`config.mk`:
```
export PLATFORM = sky130hd
export DESIGN_NAME = beam_thresh_sequencer
export DESIGN_NICKNAME = d
export VERILOG_FILES = /design/src/rtl/beam_thresh_sequencer.sv
export SDC_FILE = /design/constraint.sdc
export NUM_CORES = 1
export LEC_CHECK = 0
export ABC_CLOCK_PERIOD_IN_PS = 4700
export BUFFER_PORTS_ARGS = -buffer_cell sky130_fd_sc_hd__buf_4
export CORE_UTILIZATION = 60
export CTS_BUF_LIST = sky130_fd_sc_hd__clkbuf_4
export DETAILED_ROUTE_END_ITERATION = 12
export PLACE_DENSITY = 0.87
export SLEW_MARGIN = 30
export SYNTH_ARGS = -nofsm -noshare
export SYNTH_HDL_FRONTEND = slang
export SYNTH_SLANG_ARGS = --single-unit
```
`constraint.sdc`:
```
create_clock -name clk_i -period 4.7 [get_ports clk_i]
set_clock_uncertainty 0.1 [all_clocks]
set_input_delay 0.235 -clock clk_i [delete_from_list [all_inputs] [get_ports clk_i]]
set_output_delay 0.235 -clock clk_i [all_outputs]
set_load 0.005 [all_outputs]
```
`src/rtl/beam_thresh_sequencer.sv`:
```
// rtl/beam_thresh_sequencer.sv - shadow threshold store; streams complemented thresholds to dual-beam units, then one global update
// Optional THRESH_READBACK_EN adds a registered shadow readback port (rd_addr_i/rd_data_o).
module beam_thresh_sequencer #(
    parameter int NBEAMS = 48,
    parameter int TWIDTH = 18,
    parameter int ADDRW  = $clog2(NBEAMS)
) (
    input  logic              clk_i,
    input  logic              rst_n_i,
    input  logic              wr_valid_i,
    output logic              wr_ready_o,
    input  logic [ADDRW-1:0]  wr_addr_i,
    input  logic [TWIDTH-1:0] wr_data_i,
    input  logic              commit_i,
    output logic              busy_o,
    output logic              done_o,
    output logic [TWIDTH-1:0] thresh_o,
    output logic [NBEAMS-1:0] thresh_ce_o,
`ifdef THRESH_READBACK_EN
    input  logic [ADDRW-1:0]  rd_addr_i,
    output logic [TWIDTH-1:0] rd_data_o,
`endif
    output logic              update_o
);

    typedef enum logic [1:0] {IDLE, LOAD, UPDATE, DONE} state_t;

    localparam logic [ADDRW:0]     BEAM_LIMIT = (ADDRW+1)'(NBEAMS);
    localparam logic [ADDRW-1:0]   LAST_IDX   = ADDRW'(NBEAMS - 1);
    localparam logic [NBEAMS-1:0]  CE_ONE     = NBEAMS'(1);

    state_t              state, stateNext;
    logic [ADDRW-1:0]    loadIdx, loadIdxNext;
    logic [TWIDTH-1:0]   shadow [NBEAMS];
    logic [TWIDTH-1:0]   threshNext;
    logic [NBEAMS-1:0]   ceNext;
    logic                updateNext, doneNext, busyNext, readyNext;
    logic                wrAccept;

    // wr_ready_o is registered, so a write landing on the commit edge is already in the shadow when LOAD reads it.
    assign wrAccept = wr_valid_i & wr_ready_o;

    always_ff @(posedge clk_i or negedge rst_n_i) begin
        if (!rst_n_i) begin
            for (int i = 0; i < NBEAMS; i++) begin
                shadow[i] <= '1;
            end
        end else if (wrAccept && ({1'b0, wr_addr_i} < BEAM_LIMIT)) begin
            shadow[wr_addr_i] <= wr_data_i;
        end
    end

    always_comb begin
        stateNext   = state;
        loadIdxNext = loadIdx;
        threshNext  = '0;
        ceNext      = '0;
        updateNext  = 1'b0;
        doneNext    = 1'b0;
        busyNext    = busy_o;
        readyNext   = wr_ready_o;
        case (state)
            IDLE: begin
                readyNext = 1'b1;
                // The first IDLE cycle after DONE still has wr_ready_o low; commits wait until it reopens.
                if (commit_i && wr_ready_o) begin
                    stateNext   = LOAD;
                    loadIdxNext = '0;
                    busyNext    = 1'b1;
                    readyNext   = 1'b0;
                end
            end
            LOAD: begin
                threshNext = ~shadow[loadIdx] + TWIDTH'(1);
                ceNext     = CE_ONE << loadIdx;
                if (loadIdx == LAST_IDX) begin
                    stateNext = UPDATE;
                end else begin
                    loadIdxNext = loadIdx + ADDRW'(1);
                end
            end
            UPDATE: begin
                updateNext = 1'b1;
                stateNext  = DONE;
            end
            DONE: begin
                doneNext  = 1'b1;
                busyNext  = 1'b0;
                stateNext = IDLE;
            end
            default: stateNext = IDLE;
        endcase
    end

    always_ff @(posedge clk_i or negedge rst_n_i) begin
        if (!rst_n_i) begin
            state       <= IDLE;
            loadIdx     <= '0;
            thresh_o    <= '0;
            thresh_ce_o <= '0;
            update_o    <= 1'b0;
            done_o      <= 1'b0;
            busy_o      <= 1'b0;
            wr_ready_o  <= 1'b1;
        end else begin
            state       <= stateNext;
            loadIdx     <= loadIdxNext;
            thresh_o    <= threshNext;
            thresh_ce_o <= ceNext;
            update_o    <= updateNext;
            done_o      <= doneNext;
            busy_o      <= busyNext;
            wr_ready_o  <= readyNext;
        end
    end

`ifdef THRESH_READBACK_EN
    always_ff @(posedge clk_i or negedge rst_n_i) begin
        if (!rst_n_i) begin
            rd_data_o <= '0;
        end else if ({1'b0, rd_addr_i} < BEAM_LIMIT) begin
            rd_data_o <= shadow[rd_addr_i];
        end else begin
            rd_data_o <= '0;
        end
    end
`endif

endmodule

```
==> results.tsv <==
stage	metric	value	unit
setup_path	Crit Path Class	reg -> reg	
final_layout	Final #Nets	3041	
setup_path	cell mode on critical path	buf_12	
place	DP HPWL	73.4	mm
final_layout	Area Overhead vs Synth	11.8	%
floorplan	Die ar.	0.0736	mm2
setup_path	slowest CP cell	dfrtp_4	
yosys	cell taking the most area after synthesis	dfstp_2	
drt	DRC violations left	0	
yosys	area share of the largest cell type after synthesis	52.2	%
setup_path	R2R depth	10	
yosys	post-synthesis cell count	2775	
setup_path	Crit. End Element	register	
final_layout	utilization after layout	68.0	%
yosys	most common flop cell mapped by yosys	dfstp_2	
yosys	Adder-Cell Fraction of Synth Area	0.345	%
yosys	synthesis-stage register bit count	942	
global_routing	vias in the first global route	29259	
drt	Vias/cell	6.55	
place	placer's final routability congestion estimate	0.974	
yosys	Netlist cell types	66	
floorplan	I/O pin count	98	
setup_path	Critical Path AT	5.05	ns
drt	final WL	119	mm
timing	fmax	0.239	GHz
timing	Worst slew margin	35.7	%
timing	count of final hold-check violations	0	
timing	setup TNS	0	ns
yosys	largest family of logic cells by synthesized area	multiplexers	
power	Power Density	391	mW/mm2
global_routing	first-pass GRT wire length	182	mm
yosys	top cells by count, synth	mux2_2, dfstp_2, mux4_2	
power	Comb power frac	11.2	%
power	P_sw	4.81	mW
cts	TritonCTS clock tree	done	
timing	RSZ-0062 raised after global routing	no	
drt	Final ANT Viol Nets	0	
setup_path	r2r endpoint	thresh_o[17]	
yosys	sequential area share after synthesis	56.6	%
drt	WL per Instance	28.8	um
global_routing	grt ovf	0	
cts	Sink Count	942	
drt	via count	27075	
yosys	main area contributors after synthesis	dfstp_2, mux2_2, mux4_2	
yosys	mux contribution to synthesized area	34.9	%
timing	post-layout min period	4.19	ns
yosys	EDFF count, synth	0	
final_layout	share of cells above drive strength 1	80.2	%
timing	Setup violations, final	0	
power	Leakage	20.4	nW
global_routing	M1 GR Usage	42.0	%
yosys	top-count cell post-synth	mux2_2	
power	switching share of power	25.3	%
cts	Num CTS Buffers	232	
setup_path	worst reg-to-reg setup slack	0.51	ns
floorplan	standard-cell row count	98	
place	number of I/O port buffers	97	
power	Int Pwr	14.2	mW
place	Placed Cells	3685	
yosys	Compound-Gate Fraction of Synth Area	2.56	%
power	clock network fraction of total power	35.5	%
setup_path	CP peak stage delay	0.60	ns
floorplan	Core ar.	0.0716	mm2
cts	H-tree levels	4	
setup_path	Req. time, crit path	5.56	ns
global_routing	met2 Track Usage GR	51.7	%
flow_run	maxcap violations	0	
power	Flop pwr share	53.3	%
global_routing	largest net degree at the start of global routing	156	
yosys	synthesized area	0.0435	mm2
yosys	synthesized net count	2815	
setup_path	crit start category	register	
drt	drt pass-1 iters	6	
drt	DR iter-0 viols	2473	
cts	worst skew pair latency	1.10	ns
final_layout	filler instances	4584	
timing	final period utilization	89.1	%
yosys	post-synthesis simple-gate area fraction	2.78	%
global_routing	GRT Total Usage	33.1	%
cts	Worst-path clk slew	0.06	ns
floorplan	starting density of the core	60.8	%
timing	Worst Tran Pin Value	0.962	ns
run_status	outcome	finished clean	
setup_path	r2r startpoint	loadIdx[0]	
power	Final Power	19.0	mW
yosys	post-synthesis average cell area	15.7	um2
yosys	post-synthesis xor/xnor area fraction	0.221	%
floorplan	die height	271	um
final_layout	fin cells	4134	
cts	Max clock buf depth	3	
hold_path	hold crit path type	in -> async	
yosys	asr flop ratio synth	100	%
global_routing	busiest grt layer	met2	
timing	Slew Viols, Final	0	
cts	Clk Tree Root Cell	clkbuf_4	
power	VDD IR max	0.000222	V
setup_path	crit-path cells	buf_12, buf_12, mux4_2, a22oi_1, nand2_1, o31a_1, or4_4, nor4_4, nand4_1, a21oi_1	
global_routing	met3 track demand over resource	9.85	%
setup_path	CP Max Fanout	28	
floorplan	Die W	271	um
global_routing	initial antenna violation count	5	
yosys	Yosys warning total	0	
==> critical path, delay by kind of cell, from the launching register on <==
family / cells / cell delay, ns
buf+inv: 2 / 0.52
compound gates: 3 / 0.83
simple gates: 4 / 1.46
flops: 1 / 0.60
mux: 1 / 0.52
==> registers in the layout (all words and copies together) (netlist names) <==
name	cells
update_o	1
state	2
busy_o	1
wr_ready_o	1
loadIdx	6
done_o	1
thresh_ce_o	48
shadow	864
thresh_o	18
==> power groups by stage <==
| stage | clock [mW] | sequential [mW] | combinational [mW] |
|---|---|---|---|
| 2_1_floorplan | 0 | 9.97 | 1.43 |
| 3_3_place_gp | 0 | 10.1 | 1.97 |
| 3_5_place_dp | 0 | 10.2 | 2.09 |
| 4_1_cts | 6.83 | 10.1 | 2.12 |
| 5_1_grt | 7.29 | 10.2 | 2.27 |
| 6_report | 6.75 | 10.1 | 2.13 |
==> metal layers <==
layer / share of wire (%) / wire length, um / up-vias
met5: 0 / 0 / -
met2: 48 / 57000 / 1442
met3: 9.2 / 10900 / 374
met1: 38 / 45200 / 14385
met4: 4.9 / 5770 / 0
li1: - / - / 10874
==> placed cells by master, fill, tap and decap left out, types with 5 or more instances in the layout <==
cell and count:
mux2_2 883, dfstp_2 865, clkbuf_4 335, mux4_2 200, buf_4 182, nor2_1 78
nand2_1 74, dfrtp_1 73, mux2i_1 72, clkinv_1 61, dlygate4sd3_1 32, o221ai_1 27
a21oi_1 25, nor2_2 18, and2_1 17, a22oi_1 16, buf_12 13, nand3_1 12
ha_1 12, a221oi_1 11, o21ai_0 10, inv_1 9, xnor2_1 9, a211oi_1 8
nor3_1 8, clkinv_2 8, nand3b_1 7, nor2_4 7, a22o_1 6, o22ai_1 6
diode_2 5, or3b_2 5
==> cells by family after synthesis <==
kind of cell    count (synthesis)
mux                          1155
flops                         942
simple gates                  257
buf+inv                       250
compound gates                148
fa+ha+maj                      12
xor+xnor                       11
==> stage by stage <==
step	hold slack [ns]	setup slack (ns)	cell area (um2)
2_1_floorplan	-0.161	1.13	43500
3_3_place_gp	0.293	0.733	45400
3_5_place_dp	0.316	0.598	45400
4_1_cts	0.129	0.541	48600
5_1_grt	0.174	0.259	48700
6_report	0.151	0.513	48700
==> worst max path at each step <==
| stage | startpoint | to | slack, ns | cells past startpoint |
|---|---|---|---|---|
| final | loadIdx[0] | thresh_o[17] | 0.51 | 10 |
| after global routing | loadIdx[0] | thresh_o[17] | 0.26 | 10 |
| after CTS | loadIdx[0] | thresh_o[16] | 0.54 | 10 |
| after detailed placement | loadIdx[0] | thresh_o[16] | 0.60 | 10 |
| after global placement | loadIdx[0] | thresh_o[14] | 0.73 | 11 |
| after floorplan | loadIdx[0] | thresh_o[17] | 1.13 | 12 |
==> what timing repair did <==
| item | 4_1_cts | 5_1_grt |
|---|---|---|
| buffers inserted | 0 | 0 |
| gates resized for setup | 0 | 0 |
| endpoints found under the hold margin | 1062 | 0 |
| hold buffers | 32 | 0 |
==> cell type report <==
class	instances	area (um2)	area share [%]
clock inverters	77	404	0.830
inverters	13	48.8	0.100
well taps	950	1190	2.44
clock buffers	335	2510	5.17
flip-flops and latches	942	24700	50.7
diodes	5	12.5	0.0257
repair buffers	229	1970	4.05
multi-input cells	1583	17900	36.7
Note: power is estimated with default switching activity, not from simulation.
